==> src/rtl/ungapped_extend_if.sv <==
// Handshake/data bundle between the hit detector, the host and ungapped_extend.
// The master side drives query, database window and seed hits; the slave reports results.
interface ungapped_extend_if #(
    parameter int SCORE_W = 12
);
    logic [511:0]              query;
    logic                      queryValid;
    logic [511:0]              dataBase;
    logic                      startExpand;
    logic [8:0]                locationQ;
    logic [8:0]                locationD;
    logic                      busy;
    logic                      stop;
    logic                      done;
    logic                      hitValid;
    logic signed [SCORE_W-1:0] score;
    logic [7:0]                qStart;
    logic [7:0]                qEnd;
    logic [7:0]                dStart;
    logic [7:0]                dEnd;
    logic [31:0]               extCount;
    logic [31:0]               passCount;

    modport master (
        output query, queryValid, dataBase, startExpand, locationQ, locationD,
        input  busy, stop, done, hitValid, score, qStart, qEnd, dStart, dEnd,
               extCount, passCount
    );

    modport slave (
        input  query, queryValid, dataBase, startExpand, locationQ, locationD,
        output busy, stop, done, hitValid, score, qStart, qEnd, dStart, dEnd,
               extCount, passCount
    );
endinterface

==> src/rtl/ungapped_extend.sv <==
// Bidirectional ungapped X-drop extension of a seed hit, one nucleotide per side per cycle.
// Optional statistics counters are built when UNGAPPED_STATS_EN is defined.
module ungapped_extend #(
    parameter int SEED_LEN  = 11,
    parameter int MATCH     = 1,
    parameter int MISMATCH  = 3,
    parameter int XDROP     = 10,
    parameter int THRESHOLD = 20,
    parameter int SCORE_W   = 12
) (
    input  logic               clk,
    input  logic               rst,
    ungapped_extend_if.slave   bus
);
    typedef enum logic [1:0] {IDLE, INIT, EXTEND, REPORT} state_t;

    localparam logic signed [SCORE_W-1:0] MATCH_S = SCORE_W'(MATCH);
    localparam logic signed [SCORE_W-1:0] MIS_S   = SCORE_W'(MISMATCH);
    localparam logic signed [SCORE_W-1:0] XDROP_S = SCORE_W'(XDROP);
    localparam logic signed [SCORE_W-1:0] SEED_S  = SCORE_W'(SEED_LEN * MATCH);
    localparam logic signed [SCORE_W-1:0] THR_S   = SCORE_W'(THRESHOLD);

    state_t stateReg, stateNext;
    logic [511:0] queryReg, dbReg;
    logic [7:0]   qnReg, dnReg;
    logic [7:0]   lqReg, ldReg, rqReg, rdReg;
    logic         leftActReg, rightActReg, invalidReg;
    logic signed [SCORE_W-1:0] leftScoreReg, leftBestReg, rightScoreReg, rightBestReg;
    logic [7:0]   qStartBestReg, qEndBestReg, dStartBestReg, dEndBestReg;
    logic signed [SCORE_W-1:0] scoreReg;
    logic         hitValidReg;
    logic [7:0]   qStartReg, qEndReg, dStartReg, dEndReg;

    // Seed offsets are always even; the LSBs carry no information.
    logic unusedLsbs;
    assign unusedLsbs = bus.locationQ[0] ^ bus.locationD[0];

    logic [8:0] qnExt, dnExt;
    logic       seedBad;
    logic       leftMatch, rightMatch, leftImprove, rightImprove, leftStop, rightStop;
    logic signed [SCORE_W-1:0] leftScoreNew, rightScoreNew, leftBestNew, rightBestNew;
    logic signed [SCORE_W-1:0] leftDrop, rightDrop, totalScore;

    always_comb begin
        qnExt         = {1'b0, qnReg} + 9'(SEED_LEN);
        dnExt         = {1'b0, dnReg} + 9'(SEED_LEN);
        seedBad       = (qnExt > 9'd256) || (dnExt > 9'd256);
        leftMatch     = queryReg[{lqReg, 1'b0} +: 2] == dbReg[{ldReg, 1'b0} +: 2];
        rightMatch    = queryReg[{rqReg, 1'b0} +: 2] == dbReg[{rdReg, 1'b0} +: 2];
        leftScoreNew  = leftMatch  ? leftScoreReg  + MATCH_S : leftScoreReg  - MIS_S;
        rightScoreNew = rightMatch ? rightScoreReg + MATCH_S : rightScoreReg - MIS_S;
        leftImprove   = leftScoreNew  > leftBestReg;
        rightImprove  = rightScoreNew > rightBestReg;
        leftBestNew   = leftImprove  ? leftScoreNew  : leftBestReg;
        rightBestNew  = rightImprove ? rightScoreNew : rightBestReg;
        leftDrop      = leftBestNew  - leftScoreNew;
        rightDrop     = rightBestNew - rightScoreNew;
        leftStop      = (leftDrop  > XDROP_S) || (lqReg == 8'd0)   || (ldReg == 8'd0);
        rightStop     = (rightDrop > XDROP_S) || (rqReg == 8'd255) || (rdReg == 8'd255);
        totalScore    = SEED_S + leftBestReg + rightBestReg;
    end

    always_comb begin
        stateNext = stateReg;
        case (stateReg)
            IDLE:    if (bus.startExpand) stateNext = INIT;
            INIT:    stateNext = EXTEND;
            EXTEND:  if (!leftActReg && !rightActReg) stateNext = REPORT;
            REPORT:  stateNext = IDLE;
            default: stateNext = IDLE;
        endcase
    end

    assign bus.busy     = (stateReg != IDLE);
    assign bus.done     = (stateReg == REPORT);
    assign bus.stop     = (stateReg == REPORT);
    assign bus.score    = scoreReg;
    assign bus.hitValid = hitValidReg;
    assign bus.qStart   = qStartReg;
    assign bus.qEnd     = qEndReg;
    assign bus.dStart   = dStartReg;
    assign bus.dEnd     = dEndReg;

    always_ff @(posedge clk) begin
        if (!rst) begin
            stateReg      <= IDLE;
            queryReg      <= '0;
            dbReg         <= '0;
            qnReg         <= '0;
            dnReg         <= '0;
            lqReg         <= '0;
            ldReg         <= '0;
            rqReg         <= '0;
            rdReg         <= '0;
            leftActReg    <= 1'b0;
            rightActReg   <= 1'b0;
            invalidReg    <= 1'b0;
            leftScoreReg  <= '0;
            leftBestReg   <= '0;
            rightScoreReg <= '0;
            rightBestReg  <= '0;
            qStartBestReg <= '0;
            qEndBestReg   <= '0;
            dStartBestReg <= '0;
            dEndBestReg   <= '0;
            scoreReg      <= '0;
            hitValidReg   <= 1'b0;
            qStartReg     <= '0;
            qEndReg       <= '0;
            dStartReg     <= '0;
            dEndReg       <= '0;
        end else begin
            stateReg <= stateNext;
            if (bus.queryValid) queryReg <= bus.query;
            case (stateReg)
                IDLE: if (bus.startExpand) begin
                    dbReg <= bus.dataBase;
                    qnReg <= bus.locationQ[8:1];
                    dnReg <= bus.locationD[8:1];
                end
                INIT: begin
                    lqReg         <= qnReg - 8'd1;
                    ldReg         <= dnReg - 8'd1;
                    rqReg         <= qnExt[7:0];
                    rdReg         <= dnExt[7:0];
                    leftScoreReg  <= '0;
                    leftBestReg   <= '0;
                    rightScoreReg <= '0;
                    rightBestReg  <= '0;
                    invalidReg    <= seedBad;
                    leftActReg    <= !seedBad && (qnReg != 8'd0) && (dnReg != 8'd0);
                    rightActReg   <= !seedBad && (qnExt <= 9'd255) && (dnExt <= 9'd255);
                    qStartBestReg <= qnReg;
                    dStartBestReg <= dnReg;
                    // An invalid seed reports zero-width extents at the seed start.
                    qEndBestReg   <= seedBad ? qnReg : qnReg + 8'(SEED_LEN - 1);
                    dEndBestReg   <= seedBad ? dnReg : dnReg + 8'(SEED_LEN - 1);
                end
                EXTEND: begin
                    if (leftActReg) begin
                        leftScoreReg <= leftScoreNew;
                        leftBestReg  <= leftBestNew;
                        if (leftImprove) begin
                            qStartBestReg <= lqReg;
                            dStartBestReg <= ldReg;
                        end
                        if (leftStop) leftActReg <= 1'b0;
                        else begin
                            lqReg <= lqReg - 8'd1;
                            ldReg <= ldReg - 8'd1;
                        end
                    end
                    if (rightActReg) begin
                        rightScoreReg <= rightScoreNew;
                        rightBestReg  <= rightBestNew;
                        if (rightImprove) begin
                            qEndBestReg <= rqReg;
                            dEndBestReg <= rdReg;
                        end
                        if (rightStop) rightActReg <= 1'b0;
                        else begin
                            rqReg <= rqReg + 8'd1;
                            rdReg <= rdReg + 8'd1;
                        end
                    end
                    if (!leftActReg && !rightActReg) begin
                        scoreReg    <= invalidReg ? '0 : totalScore;
                        hitValidReg <= !invalidReg && (totalScore >= THR_S);
                        qStartReg   <= qStartBestReg;
                        qEndReg     <= qEndBestReg;
                        dStartReg   <= dStartBestReg;
                        dEndReg     <= dEndBestReg;
                    end
                end
                default: ;
            endcase
        end
    end

`ifdef UNGAPPED_STATS_EN
    logic [31:0] extCountReg, passCountReg;
    always_ff @(posedge clk) begin
        if (!rst) begin
            extCountReg  <= '0;
            passCountReg <= '0;
        end else if (stateReg == REPORT) begin
            extCountReg <= extCountReg + 32'd1;
            if (hitValidReg) passCountReg <= passCountReg + 32'd1;
        end
    end
    assign bus.extCount  = extCountReg;
    assign bus.passCount = passCountReg;
`else
    assign bus.extCount  = '0;
    assign bus.passCount = '0;
`endif
endmodule

==> src/flat_wrapper.sv <==
// flat-port wrapper written by rule: the top's interface ports become plain ports
module ungapped_extend_flat 
#(
    parameter int SEED_LEN  = 11,
    parameter int MATCH     = 1,
    parameter int MISMATCH  = 3,
    parameter int XDROP     = 10,
    parameter int THRESHOLD = 20,
    parameter int SCORE_W   = 12
)
  (clk, rst, bus_query, bus_queryValid, bus_dataBase, bus_startExpand, bus_locationQ, bus_locationD, bus_busy, bus_stop, bus_done, bus_hitValid, bus_score, bus_qStart, bus_qEnd, bus_dStart, bus_dEnd, bus_extCount, bus_passCount);
  ungapped_extend_if #(.SCORE_W(SCORE_W)) bus_i ();
  input  logic clk;
  input  logic rst;
  input wire logic [$bits(bus_i.query)-1:0] bus_query;
  input wire logic [$bits(bus_i.queryValid)-1:0] bus_queryValid;
  input wire logic [$bits(bus_i.dataBase)-1:0] bus_dataBase;
  input wire logic [$bits(bus_i.startExpand)-1:0] bus_startExpand;
  input wire logic [$bits(bus_i.locationQ)-1:0] bus_locationQ;
  input wire logic [$bits(bus_i.locationD)-1:0] bus_locationD;
  output wire logic [$bits(bus_i.busy)-1:0] bus_busy;
  output wire logic [$bits(bus_i.stop)-1:0] bus_stop;
  output wire logic [$bits(bus_i.done)-1:0] bus_done;
  output wire logic [$bits(bus_i.hitValid)-1:0] bus_hitValid;
  output wire logic [$bits(bus_i.score)-1:0] bus_score;
  output wire logic [$bits(bus_i.qStart)-1:0] bus_qStart;
  output wire logic [$bits(bus_i.qEnd)-1:0] bus_qEnd;
  output wire logic [$bits(bus_i.dStart)-1:0] bus_dStart;
  output wire logic [$bits(bus_i.dEnd)-1:0] bus_dEnd;
  output wire logic [$bits(bus_i.extCount)-1:0] bus_extCount;
  output wire logic [$bits(bus_i.passCount)-1:0] bus_passCount;
  assign bus_i.query = bus_query;
  assign bus_i.queryValid = bus_queryValid;
  assign bus_i.dataBase = bus_dataBase;
  assign bus_i.startExpand = bus_startExpand;
  assign bus_i.locationQ = bus_locationQ;
  assign bus_i.locationD = bus_locationD;
  assign bus_busy = bus_i.busy;
  assign bus_stop = bus_i.stop;
  assign bus_done = bus_i.done;
  assign bus_hitValid = bus_i.hitValid;
  assign bus_score = bus_i.score;
  assign bus_qStart = bus_i.qStart;
  assign bus_qEnd = bus_i.qEnd;
  assign bus_dStart = bus_i.dStart;
  assign bus_dEnd = bus_i.dEnd;
  assign bus_extCount = bus_i.extCount;
  assign bus_passCount = bus_i.passCount;
  ungapped_extend #(.SEED_LEN(SEED_LEN), .MATCH(MATCH), .MISMATCH(MISMATCH), .XDROP(XDROP), .THRESHOLD(THRESHOLD), .SCORE_W(SCORE_W)) u_core (.clk(clk), .rst(rst), .bus(bus_i));
endmodule
==> config.mk <==
export PLATFORM = sky130hd
export DESIGN_NAME = ungapped_extend_flat
export DESIGN_NICKNAME = d
export VERILOG_FILES = /design/src/rtl/ungapped_extend_if.sv /design/src/rtl/ungapped_extend.sv /design/src/flat_wrapper.sv
export SDC_FILE = /design/constraint.sdc
export NUM_CORES = 2
export LEC_CHECK = 0
export CAP_MARGIN = 25
export CORE_AREA = 2 2 510 512
export DETAILED_ROUTE_END_ITERATION = 6
export DIE_AREA = 0 0 512 514
export DONT_BUFFER_PORTS = 1
export PLACE_DENSITY = 0.46
export SLEW_MARGIN = 15
export SYNTH_ARGS = -nofsm -noshare
export SYNTH_HDL_FRONTEND = slang
export SYNTH_SLANG_ARGS = --single-unit
==> constraint.sdc <==
create_clock -name clk -period 8.53 [get_ports clk]
set_input_delay 2.559 -clock clk [delete_from_list [all_inputs] [get_ports clk]]
set_output_delay 2.559 -clock clk [all_outputs]
set_load 0.05 [all_outputs]
==> summary.txt <==
Final layout
  – Final std cell area, no fill: ~84000 um2
  – Nets: a little under 9000
  – Area Growth Syn to Fin: 31.04%
  – Commonest cells after routing, fill and taps aside: nand2_1, buf_4, dfxtp_1
  – Commonest non-fill, non-tap cell in the layout: nand2_1
  – Layout cells sized above 1: between 30 and 40%

Global route
  – GRT Overall Usage: about 22%
  – Vias in the first global route: around 57000
  – Initial antenna violation count: 149
  – Largest net degree at the start of global routing: around 510
  – Gr ovfl total: 0
  – Global-route wire length before repair: around 430000 um

Synth
  – Synth warn: 0
  – #FFs+latches synth: around 1200
  – Distinct cell type count after synthesis: approximately 80
  – Post-synth ARST share: 0%
  – Prevailing post-synth register cell: dfxtp_1
  – Mapped Area: 64120 um2
  – Number of synthesized flops with an enable pin: 0
  – Mapped Avg Cell Area: roughly 9.5 um2
  – Post-Syn Instances: 6732
  – Register area share after synthesis: a little under two fifths

Detailed routing
  – Final WL: ~310000 um
  – DRT iter0 DRCs: between 4000 and 5000
  – Vias per cell: around 5.1
  – Vias: 57156
  – Wire per inst: between 20 and 30 um
  – ANT nets after route: 0
  – Router iterations before antenna repair: 6
  – Drt drc: 0

Power
  – P_leak: around 33 nW
  – Peak VDD IR: 0.7174 mV
  – Total power: about 36 mW
  – Power per cell area: approximately 430 nW/um2

Clock network
  – CTS Buf Count: 150
  – CTS tree: done
  – Clock latency on the worst-skew pair: ~0.85 ns
  – H-tree levels: 4
  – Reg clk slew, reported paths: around 0.06 ns
  – CTS Hold Bufs: 0
  – Clock root cell: clkbuf_16
  – Clock buffer depth: 3
  – TritonCTS sink count: ~1200

Critical path
  – Crit Path Max Fanout: 8
  – Crit start category: register
  – Worst EP arrival: between 10 and 15 ns
  – CP delay by family, top: compound AO/OA/AOI/OAI gates
  – CP max-delay cell: mux4_2
  – Crit-path max cell delay: approximately 0.50 ns
  – Crit Path Category: reg -> reg
  – CP required: approximately 9.1 ns
  – Crit. End Element: register
  – Crit path buf inv count: 10

Timing
  – Setup TNS: -35.10 ns
  – Unrepaired setup endpoints after global routing: true
  – Fin. Hold Viols: 0
  – Max Slew Vio Count: 0
  – Final Cycle Share: 113.7%
  – Clk_skew: around 0.12 ns
  – Slew Limit Headroom: under 10%
  – Setup slack after layout: -1.172 ns
  – Setup violators final: 34
  – Fin crit period: 9.702 ns
  – Max frequency: ~100 MHz
  – Worst Tran Pin Value: 1.354 ns

Placed design
  – DP HPWL: 234800 um
  – Pre-CTS WS: -2.457 ns
  – Placed Area: 76460 um2
  – IO Port Bufs: 0
  – Final GP Congestion: 0.9500

Status
  – Failing checks: setup timing
  – Status: finished with violations

Run
  – Max-Cap Viols: 0

Floorplanning
  – DIE WIDTH: 512 um
  – Die Area: 263200 um2
  – Row count: 187
  – Starting Density: 24.85%
  – Ports: about 1200
  – Core ar.: about 260000 um2
  – Die height: 514 um

Min path
  – HP Class: reg -> reg
-- cells in the mapped netlist (13+ instances only) --
| library cell | number | share of area (%) |
|---|---|---|
| nand3b_1 | 13 | 0.15 |
| buf_6 | 21 | 0.37 |
| buf_4 | 95 | 1.1 |
| clkbuf_1 | 399 | 2.3 |
| xnor2_1 | 42 | 0.57 |
| nand4_1 | 13 | 0.13 |
| inv_1 | 102 | 0.60 |
| a221oi_1 | 24 | 0.33 |
| dfxtp_1 | 1202 | 38 |
| a22oi_1 | 88 | 1.0 |
| nor2_1 | 689 | 4.0 |
| o21ai_0 | 80 | 0.62 |
| a21boi_0 | 15 | 0.18 |
| nand2b_1 | 36 | 0.35 |
| nor2b_1 | 36 | 0.35 |
| a21oi_1 | 670 | 5.2 |
| a211oi_1 | 35 | 0.41 |
| a21o_1 | 13 | 0.15 |
| buf_2 | 56 | 0.44 |
| a31oi_1 | 20 | 0.20 |
| nor3_1 | 43 | 0.34 |
| or4_1 | 13 | 0.15 |
| o211ai_1 | 28 | 0.33 |
| o221ai_1 | 18 | 0.25 |
| mux2i_1 | 672 | 10 |
| nand3_1 | 65 | 0.51 |
| ha_1 | 108 | 2.1 |
| nand2_1 | 1263 | 7.4 |
| mux4_2 | 507 | 18 |
| o22ai_1 | 43 | 0.42 |
| buf_1 | 66 | 0.39 |
| xor2_1 | 33 | 0.45 |
-- worst reg2reg max path: cells and delay by family, from the launching register on --
kind | cells | cell delay, ns
and+or+nand+nor | 7 | 1.28
adders and majority gates | 4 | 0.99
AOI/OAI and AO/OA | 20 | 3.85
xor gates and xnor gates | 2 | 0.34
muxes | 3 | 1.23
buffers and inverters | 10 | 1.45
DFF | 1 | 0.41
-- repair_timing --
action	4_1_cts	5_1_grt
buffers inserted	64	32
cloned	8	2
gates resized for setup	172	98
pin swaps	81	96
setup endpoints to repair	44	34
-- registers in the layout, indices dropped and copies added, names as in the netlist, 12 cells and up --
name,flops
u_core.rightScoreReg,12
u_core.rightBestReg,12
u_core.leftBestReg,12
u_core.leftScoreReg,12
u_core.queryReg,512
u_core.dbReg,512
u_core.bus.score,12
-- stage by stage --
stage	hold slack [ns]	utilization, %	cells
after CTS	0.4158	32.23	11179
after global routing	0.4399	32.54	11253
after detailed placement	0.4479	29.63	10843
after global placement	0.4465	29.61	10841
after floorplan	0.4322	-	6795
final	0.4064	32.56	11274
-- power by group --
group	internal, mW	switching (mW)	total (mW)
Sequential	6.38	0.736	7.11
Combinational	11.0	11.7	22.7
Clock	3.87	2.86	6.72
Total	21.2	15.3	36.5
-- cell type report --
type | count | area, um2
antenna | 63 | 157.7
clock inverter | 49 | 835.8
inverter | 106 | 412.9
timing repair buffer | 1386 | 11920
clock buffer | 218 | 4319
multi-input combinational | 4848 | 38010
tap | 3402 | 4257
fill | 26616 | 174000
sequential | 1202 | 24120
-- per-layer routing --
layer / global-route usage (%) / part of all wire, % / wire length (um)
met5: 0 / 0.19 / 592
met4: 8.619 / 3.8 / 11530
met3: 6.513 / 8.0 / 24400
met2: 38.06 / 49 / 149500
met1: 26.29 / 39 / 119300
-- final timing paths --
path / slack, ns / depth (start not counted) / start / endpoint
worst max-delay path: -1.17 / 46 / u_core.ldReg[0] / u_core.ldReg[0]
worst max register to register: -1.17 / 46 / u_core.ldReg[0] / u_core.ldReg[0]
worst min register to register: 0.41 / 2 / u_core.qEndBestReg[5] / u_core.bus.qEnd[5]
worst min-delay path: 0.41 / 2 / u_core.qEndBestReg[5] / u_core.bus.qEnd[5]
-- kinds of logic after synthesis --
logic type,count (synthesis),synth area share (%)
flops,1202,37.53
fa+ha+maj,111,2.201
simple gates,2247,14.23
buf+inv,745,5.323
compound gates,1148,10.68
other cells,1,0.005848
mux,1201,28.94
xor+xnor,77,1.095
No activity file was read; power rests on OpenSTA's default activity.
